**src/rtl/and_tree_pkg.sv**
```systemverilog
// Shared types and default constants for the AND-tree glitch filter.
package and_tree_pkg;

  typedef enum logic [0:0] {
    STABLE  = 1'b0,
    QUALIFY = 1'b1
  } state_t;

  localparam int unsigned AT_SYNC_STAGES   = 2;
  localparam int unsigned AT_STABLE_CYCLES = 4;
  localparam int unsigned AT_CNT_W         = 8;

endpackage

```
**src/rtl/sync_chain.sv**
```systemverilog
// N-flop synchroniser for an asynchronous single-bit input; resets to 0.
module sync_chain #(
  parameter int unsigned STAGES = 2
) (
  input  logic clk,
  input  logic rst_n,
  input  logic d,
  output logic q
);

  logic [STAGES-1:0] ff;

  // Shift the raw input through the chain; only ff[0] sees d directly.
  always_ff @(posedge clk or negedge rst_n) begin
    if (!rst_n) begin
      ff <= '0;
    end else begin
      ff <= {ff[STAGES-2:0], d};
    end
  end

  assign q = ff[STAGES-1];

endmodule

```
**src/rtl/and_tree_glitch_filter.sv**
```systemverilog
// Synchronises the raw AND-tree output, rejects short pulses, emits a clean
// level with rise/fall strobes and counts rejected glitches (saturating).
module and_tree_glitch_filter
  import and_tree_pkg::*;
#(
  parameter int unsigned SYNC_STAGES   = AT_SYNC_STAGES,
  parameter int unsigned STABLE_CYCLES = AT_STABLE_CYCLES,
  parameter int unsigned CNT_W         = AT_CNT_W
) (
  input  logic             clk,
  input  logic             rst_n,
  input  logic             din,
  input  logic             clr_cnt,
  output logic             dout,
  output logic             rise,
  output logic             fall,
  output logic             busy,
  output logic [CNT_W-1:0] glitch_cnt
);

  localparam int unsigned      RUN_W    = $clog2(STABLE_CYCLES) + 1;
  localparam logic [RUN_W-1:0] RUN_LAST = RUN_W'(STABLE_CYCLES - 1);

  logic             s;
  state_t           state, state_nxt;
  logic [RUN_W-1:0] run, run_nxt;
  logic             dout_nxt, rise_nxt, fall_nxt, busy_nxt;
  logic [CNT_W-1:0] cnt_nxt;
  logic             glitch;

  sync_chain #(.STAGES(SYNC_STAGES)) u_sync (
    .clk   (clk),
    .rst_n (rst_n),
    .d     (din),
    .q     (s)
  );

  // State, run counter, filtered level, strobes and glitch counter.
  always_ff @(posedge clk or negedge rst_n) begin
    if (!rst_n) begin
      state      <= STABLE;
      run        <= '0;
      dout       <= 1'b0;
      rise       <= 1'b0;
      fall       <= 1'b0;
      busy       <= 1'b0;
      glitch_cnt <= '0;
    end else begin
      state      <= state_nxt;
      run        <= run_nxt;
      dout       <= dout_nxt;
      rise       <= rise_nxt;
      fall       <= fall_nxt;
      busy       <= busy_nxt;
      glitch_cnt <= cnt_nxt;
    end
  end

  // Qualify a candidate level: accept after STABLE_CYCLES differing samples,
  // otherwise drop back to STABLE and record a glitch.
  always_comb begin
    state_nxt = state;
    run_nxt   = run;
    dout_nxt  = dout;
    rise_nxt  = 1'b0;
    fall_nxt  = 1'b0;
    glitch    = 1'b0;

    case (state)
      STABLE: begin
        if (s != dout) begin
          if (STABLE_CYCLES == 1) begin
            dout_nxt = s;
            rise_nxt = s;
            fall_nxt = ~s;
            run_nxt  = '0;
          end else begin
            run_nxt   = RUN_W'(1);
            state_nxt = QUALIFY;
          end
        end
      end
      QUALIFY: begin
        if (s == dout) begin
          glitch    = 1'b1;
          run_nxt   = '0;
          state_nxt = STABLE;
        end else if (run == RUN_LAST) begin
          dout_nxt  = s;
          rise_nxt  = s;
          fall_nxt  = ~s;
          run_nxt   = '0;
          state_nxt = STABLE;
        end else begin
          run_nxt = run + RUN_W'(1);
        end
      end
      default: begin
        state_nxt = STABLE;
        run_nxt   = '0;
      end
    endcase

    busy_nxt = (state_nxt == QUALIFY);

    // Clear has priority over a same-edge glitch; count saturates at all-ones.
    cnt_nxt = glitch_cnt;
    if (clr_cnt) begin
      cnt_nxt = '0;
    end else if (glitch && (glitch_cnt != {CNT_W{1'b1}})) begin
      cnt_nxt = glitch_cnt + CNT_W'(1);
    end
  end

endmodule

```
**config.mk**
```make
export PLATFORM = sky130hd
export DESIGN_NAME = and_tree_glitch_filter
export DESIGN_NICKNAME = d
export VERILOG_FILES = /design/src/rtl/and_tree_pkg.sv /design/src/rtl/sync_chain.sv /design/src/rtl/and_tree_glitch_filter.sv
export SDC_FILE = /design/constraint.sdc
export NUM_CORES = 1
export LEC_CHECK = 0
export BUFFER_PORTS_ARGS = -buffer_cell sky130_fd_sc_hd__buf_4
export CAP_MARGIN = 25
export CORE_MARGIN = 2
export CORE_UTILIZATION = 50
export DETAILED_ROUTE_END_ITERATION = 7
export HOLD_SLACK_MARGIN = 0.08
export PLACE_DENSITY = 0.73
export SKIP_CTS_REPAIR_TIMING = 1
export SYNTH_ARGS = -nofsm -noshare
export SYNTH_HDL_FRONTEND = slang
export SYNTH_SLANG_ARGS = --single-unit
```
**constraint.sdc**
```tcl
create_clock -name clk -period 4.48 [get_ports clk]
set_input_delay 0.896 -clock clk [delete_from_list [all_inputs] [get_ports clk]]
set_output_delay 0.896 -clock clk [all_outputs]
set_load 0.01 [all_outputs]
```
* Yosys cells after proc, flatten, opt, wreduce, memory -nomap -nowiden
Index checks and enable logic that the tools add are counted.
Word-level totals: register bits 17
Operators by class: $add $sub $neg 2, reductions and logical operators 3, bitwise logic cells 3, multiplexer cells 18, equality and inequality tests 5
Operators by type and width (count):
- two-way mux 8 bit | 2
- two-way mux 1 bit | 11
- two-way mux 3 bit | 3
- adder 8 x 1 -> 8 bit (second input constant) | 1
- inequality test 8 bit (second input constant) | 1
- case mux 3 bit (2 select lines) | 1
- adder 3 x 1 -> 3 bit (second input constant) | 1
- == test 3 x 2 -> 1 bit (second input constant) | 1
- NOT 1 bit | 3
- AND reduction 3 bit | 1
- inequality test 2 bit (second input constant) | 1
- case mux 1 bit (2 select lines) | 1
- nonzero test 2 bit | 1
- == test 1 bit | 1
- logical AND 1 bit | 1
- inequality test 1 bit | 1

* Depth between registers and ports, before layout
depth in word-level cells 6, gate-level depth with buffers 4, depth with buffers taken out 4

* Hierarchy
From an unflattened synthesis, not the netlist that was laid out.
Second synthesis, totals: cell total of the unflattened synthesis 69, area total of the unflattened synthesis 774.5 µm²
Modules (own cells, without submodules):
- and_tree_glitch_filter | cells an instance 67, sequential area each 375.4 µm², times used 1, area an instance 724.4 µm²
- sync_chain | cells an instance 2, sequential area each 50.0 µm², times used 1, area an instance 50.0 µm²

* Worst setup path after synthesis
OpenSTA, ideal clock, no wires.
path type input -> register, start point input port clr_cnt, end point register glitch_cnt[6], setup slack 2.854 ns, arrival 1.499 ns, required time 4.352 ns, cell stages on the path 3, setup time 0.128 ns, path through clkbuf_1 > nor2_1 > mux2_1
Between the ends: longest elaborated chain between the ends 1, elaborated cells between the ends (all ways) 2
RTL lines:
- from (decl) | line and_tree_glitch_filter.sv:13 | input logic clr_cnt,
- two-way mux 8 bit / nonzero test 2 bit (equally long branches)
- to (signal assigned) | line and_tree_glitch_filter.sv:55 | glitch_cnt <= cnt_nxt;
- to (decl) | line and_tree_glitch_filter.sv:18 | output logic [CNT_W-1:0] glitch_cnt
Several ways; a longest one is shown, not always the timed one. A chain may end at the register's enable or synchronous reset.

==> results.cfg <==
[final_layout]
drive_above_1_share_pct = 30.4
nNetsFinal = 99
postLayoutCoreUtil_pct = 60.1
antennaDiodeCount = 0
area_growth_pct = 16.5

[clocking]
worstSkewPairLatency_ns = 0.28
tritoncts = yes
cts_buffers = 3
clkSinkCount = 17
htree_levels = 1
path_clk_slew_ns = 0.10
cts_root_buf = clkbuf_4
cts_buffer_depth = 2

[setup_path]
cp-endpoint = busy
r2r_end = glitch_cnt[0]$_DFFE_PN0P_
critical-path-slowest-cell = dfrtp_1
crit_arrival_ns = 0.98
r2r_start = glitch_cnt[0]$_DFFE_PN0P_
crit_path_max_incr_delay_ns = 0.52
worstSetupPathDepth = 1
path_delay_family = flip-flops
critPathCaptureType = primary output
path_class = reg2out
critPathMaxFanout = 10
startpoint = state$_DFF_PN0_
critPathBufInv = 1
rrSetupSlack_ns = 2.84
crit_required_ns = 3.58
path_cells = buf_4
rr_worst_depth = 4
crit_path_start_kind = register

[route]
first_iter_violations = 5
routed_wire_length_per_instance_um = 15.1
ant_nets = 0
routed_wl_um = 1650
dr.pass1.iters = 3
routed_via_density = 5.71
vias = 622
drc = 0

[logic_synthesis]
synthTopCellsByArea = dfrtp_1, nor2b_1, mux2_4
synth_edf_count = 0
synth_commonest_cells = dfrtp_1, nor2b_1, nor2_1
async_flop_share_pct = 100
ys_warn_count = 0
ys_types = 32
synth_top_area_share_pct = 48.8
syn_area_um2 = 872
syn_avg_cell_area_um2 = 11.3
synthCells = 77
synth.most_common_cell = dfrtp_1
synth.net_count = 83
synth-seq-cells = 17
synth_largest_area_cell = dfrtp_1
dominantRegCellSynth = dfrtp_1
ys_seq_area_share_pct = 48.8

[sta]
finalSetupTns_ns = 0
finalHoldViolCount = 0
fin_worst_skew_ns = 0.00715
post-route-min-period_ns = 1.88
tightest_slew_ns = 0.429
holdWs_ns = 0.361
period_share_pct = 41.9
setup_viol = 0
max_freq_mhz = 532
rsz0062_at_grt = false
slew_headroom_pct = 71.3
slew_violations = 0

[power_and_ir_drop]
power_density_nw_per_um2 = 440
p_total_uw = 447
p_leak_uw = 0.000474
max-vdd-ir-drop_mv = 0.291

[job]
maxCapViolCount = 0

[floorplanning]
boundaryPins = 16
fp.dieH_um = 45.8
dieArea_um2 = 2090
coreArea_um2 = 1690
start_util_pct = 51.6
fp.dieW_um = 45.8
core.rowCount = 15

[grt]
met2_usage_pct = 32.4
grt_pass1_wl_um = 2710
grt_pass1_vias = 569
grt_busiest_layer = met2
antenna_found_initial = 0
grtUsageTotal_pct = 18.5
grt_max_degree = 18
overflow = 0
use_met1_pct = 23.8
grtUsageMet3_pct = 2.38

[place]
portBuffers = 15
dp_hpwl_um = 1190
gp_congestion = 0.806

[min_path]
hp-class = reg2reg

[run_status]
outcome = completed
==> how the worst min path moves through the flow <==
stage / start / end / depth (start not counted)
floorplan: u_sync.ff[0]$_DFF_PN0_ / u_sync.ff[1]$_DFF_PN0_ / 0
global placement: u_sync.ff[0]$_DFF_PN0_ / u_sync.ff[1]$_DFF_PN0_ / 0
detailed placement: u_sync.ff[0]$_DFF_PN0_ / u_sync.ff[1]$_DFF_PN0_ / 0
CTS: u_sync.ff[0]$_DFF_PN0_ / u_sync.ff[1]$_DFF_PN0_ / 0
global route: u_sync.ff[0]$_DFF_PN0_ / u_sync.ff[1]$_DFF_PN0_ / 0
finish: u_sync.ff[0]$_DFF_PN0_ / u_sync.ff[1]$_DFF_PN0_ / 0
==> metal layers <==
layer  wire (um)  part of all wire [%]  vias to the layer above
met5           0                     0                        -
met3          40                   2.4                        2
met2         861                    52                        8
met4          13                  0.79                        0
met1         733                    44                      301
li1            -                     -                      311
==> per-stage QoR <==
| stage | worst slack [ns] | cell area [um2] | instances |
|---|---|---|---|
| 6_report | 2.60 | 1020 | 109 |
| 4_1_cts | 2.57 | 1020 | 109 |
| 5_1_grt | 2.51 | 1020 | 109 |
| 2_1_floorplan | 2.85 | 872 | 77 |
| 3_3_place_gp | 2.87 | 988 | 105 |
| 3_5_place_dp | 2.86 | 988 | 105 |
==> layout by cell type (no fill, tap or decap), types with 3 or more instances in the layout <==
cell	instances
inv_1	3
nand3_1	3
a21oi_1	3
and3_1	3
buf_4	15
nor2_1	4
and4_1	3
clkbuf_4	3
dfrtp_1	17
nor2b_1	5
==> sequential cells by signal, indices dropped and copies added, names as in the netlist <==
register    flops
u_sync.ff       2
fall            1
state           1
dout            1
run             3
rise            1
glitch_cnt      8
==> report_power, final <==
part | internal [uW] | switching [uW] | total (uW)
Sequential | 178 | 35.1 | 213
Clock | 33.1 | 49.4 | 82.5
Combinational | 74.9 | 76.4 | 151
Total | 286 | 161 | 447
==> kinds of logic (layout without fill, tap and decap cells) <==
logic type | Yosys count | in the layout | share of synthesized area (%)
AND/OR/NAND/NOR | 28 | 28 | 19.5
flip-flops | 17 | 17 | 48.8
AO/OA/AOI/OAI | 15 | 15 | 13.3
buffers and inverters | 7 | 22 | 3.30
multiplexers | 6 | 6 | 8.46
adder cells (fa/ha/maj) | 2 | 2 | 2.87
XOR/XNOR | 2 | 2 | 3.73
==> cell type report <==
type | instances | area, um2
clock buffers | 3 | 22.5
clock inverters | 1 | 5.00
fillers | 153 | 673
inverters | 3 | 11.3
multi-input cells | 53 | 418
flip-flops and latches | 17 | 425
well taps | 17 | 21.3
repair buffers | 15 | 113
Note: power is estimated with default switching activity, not from simulation.
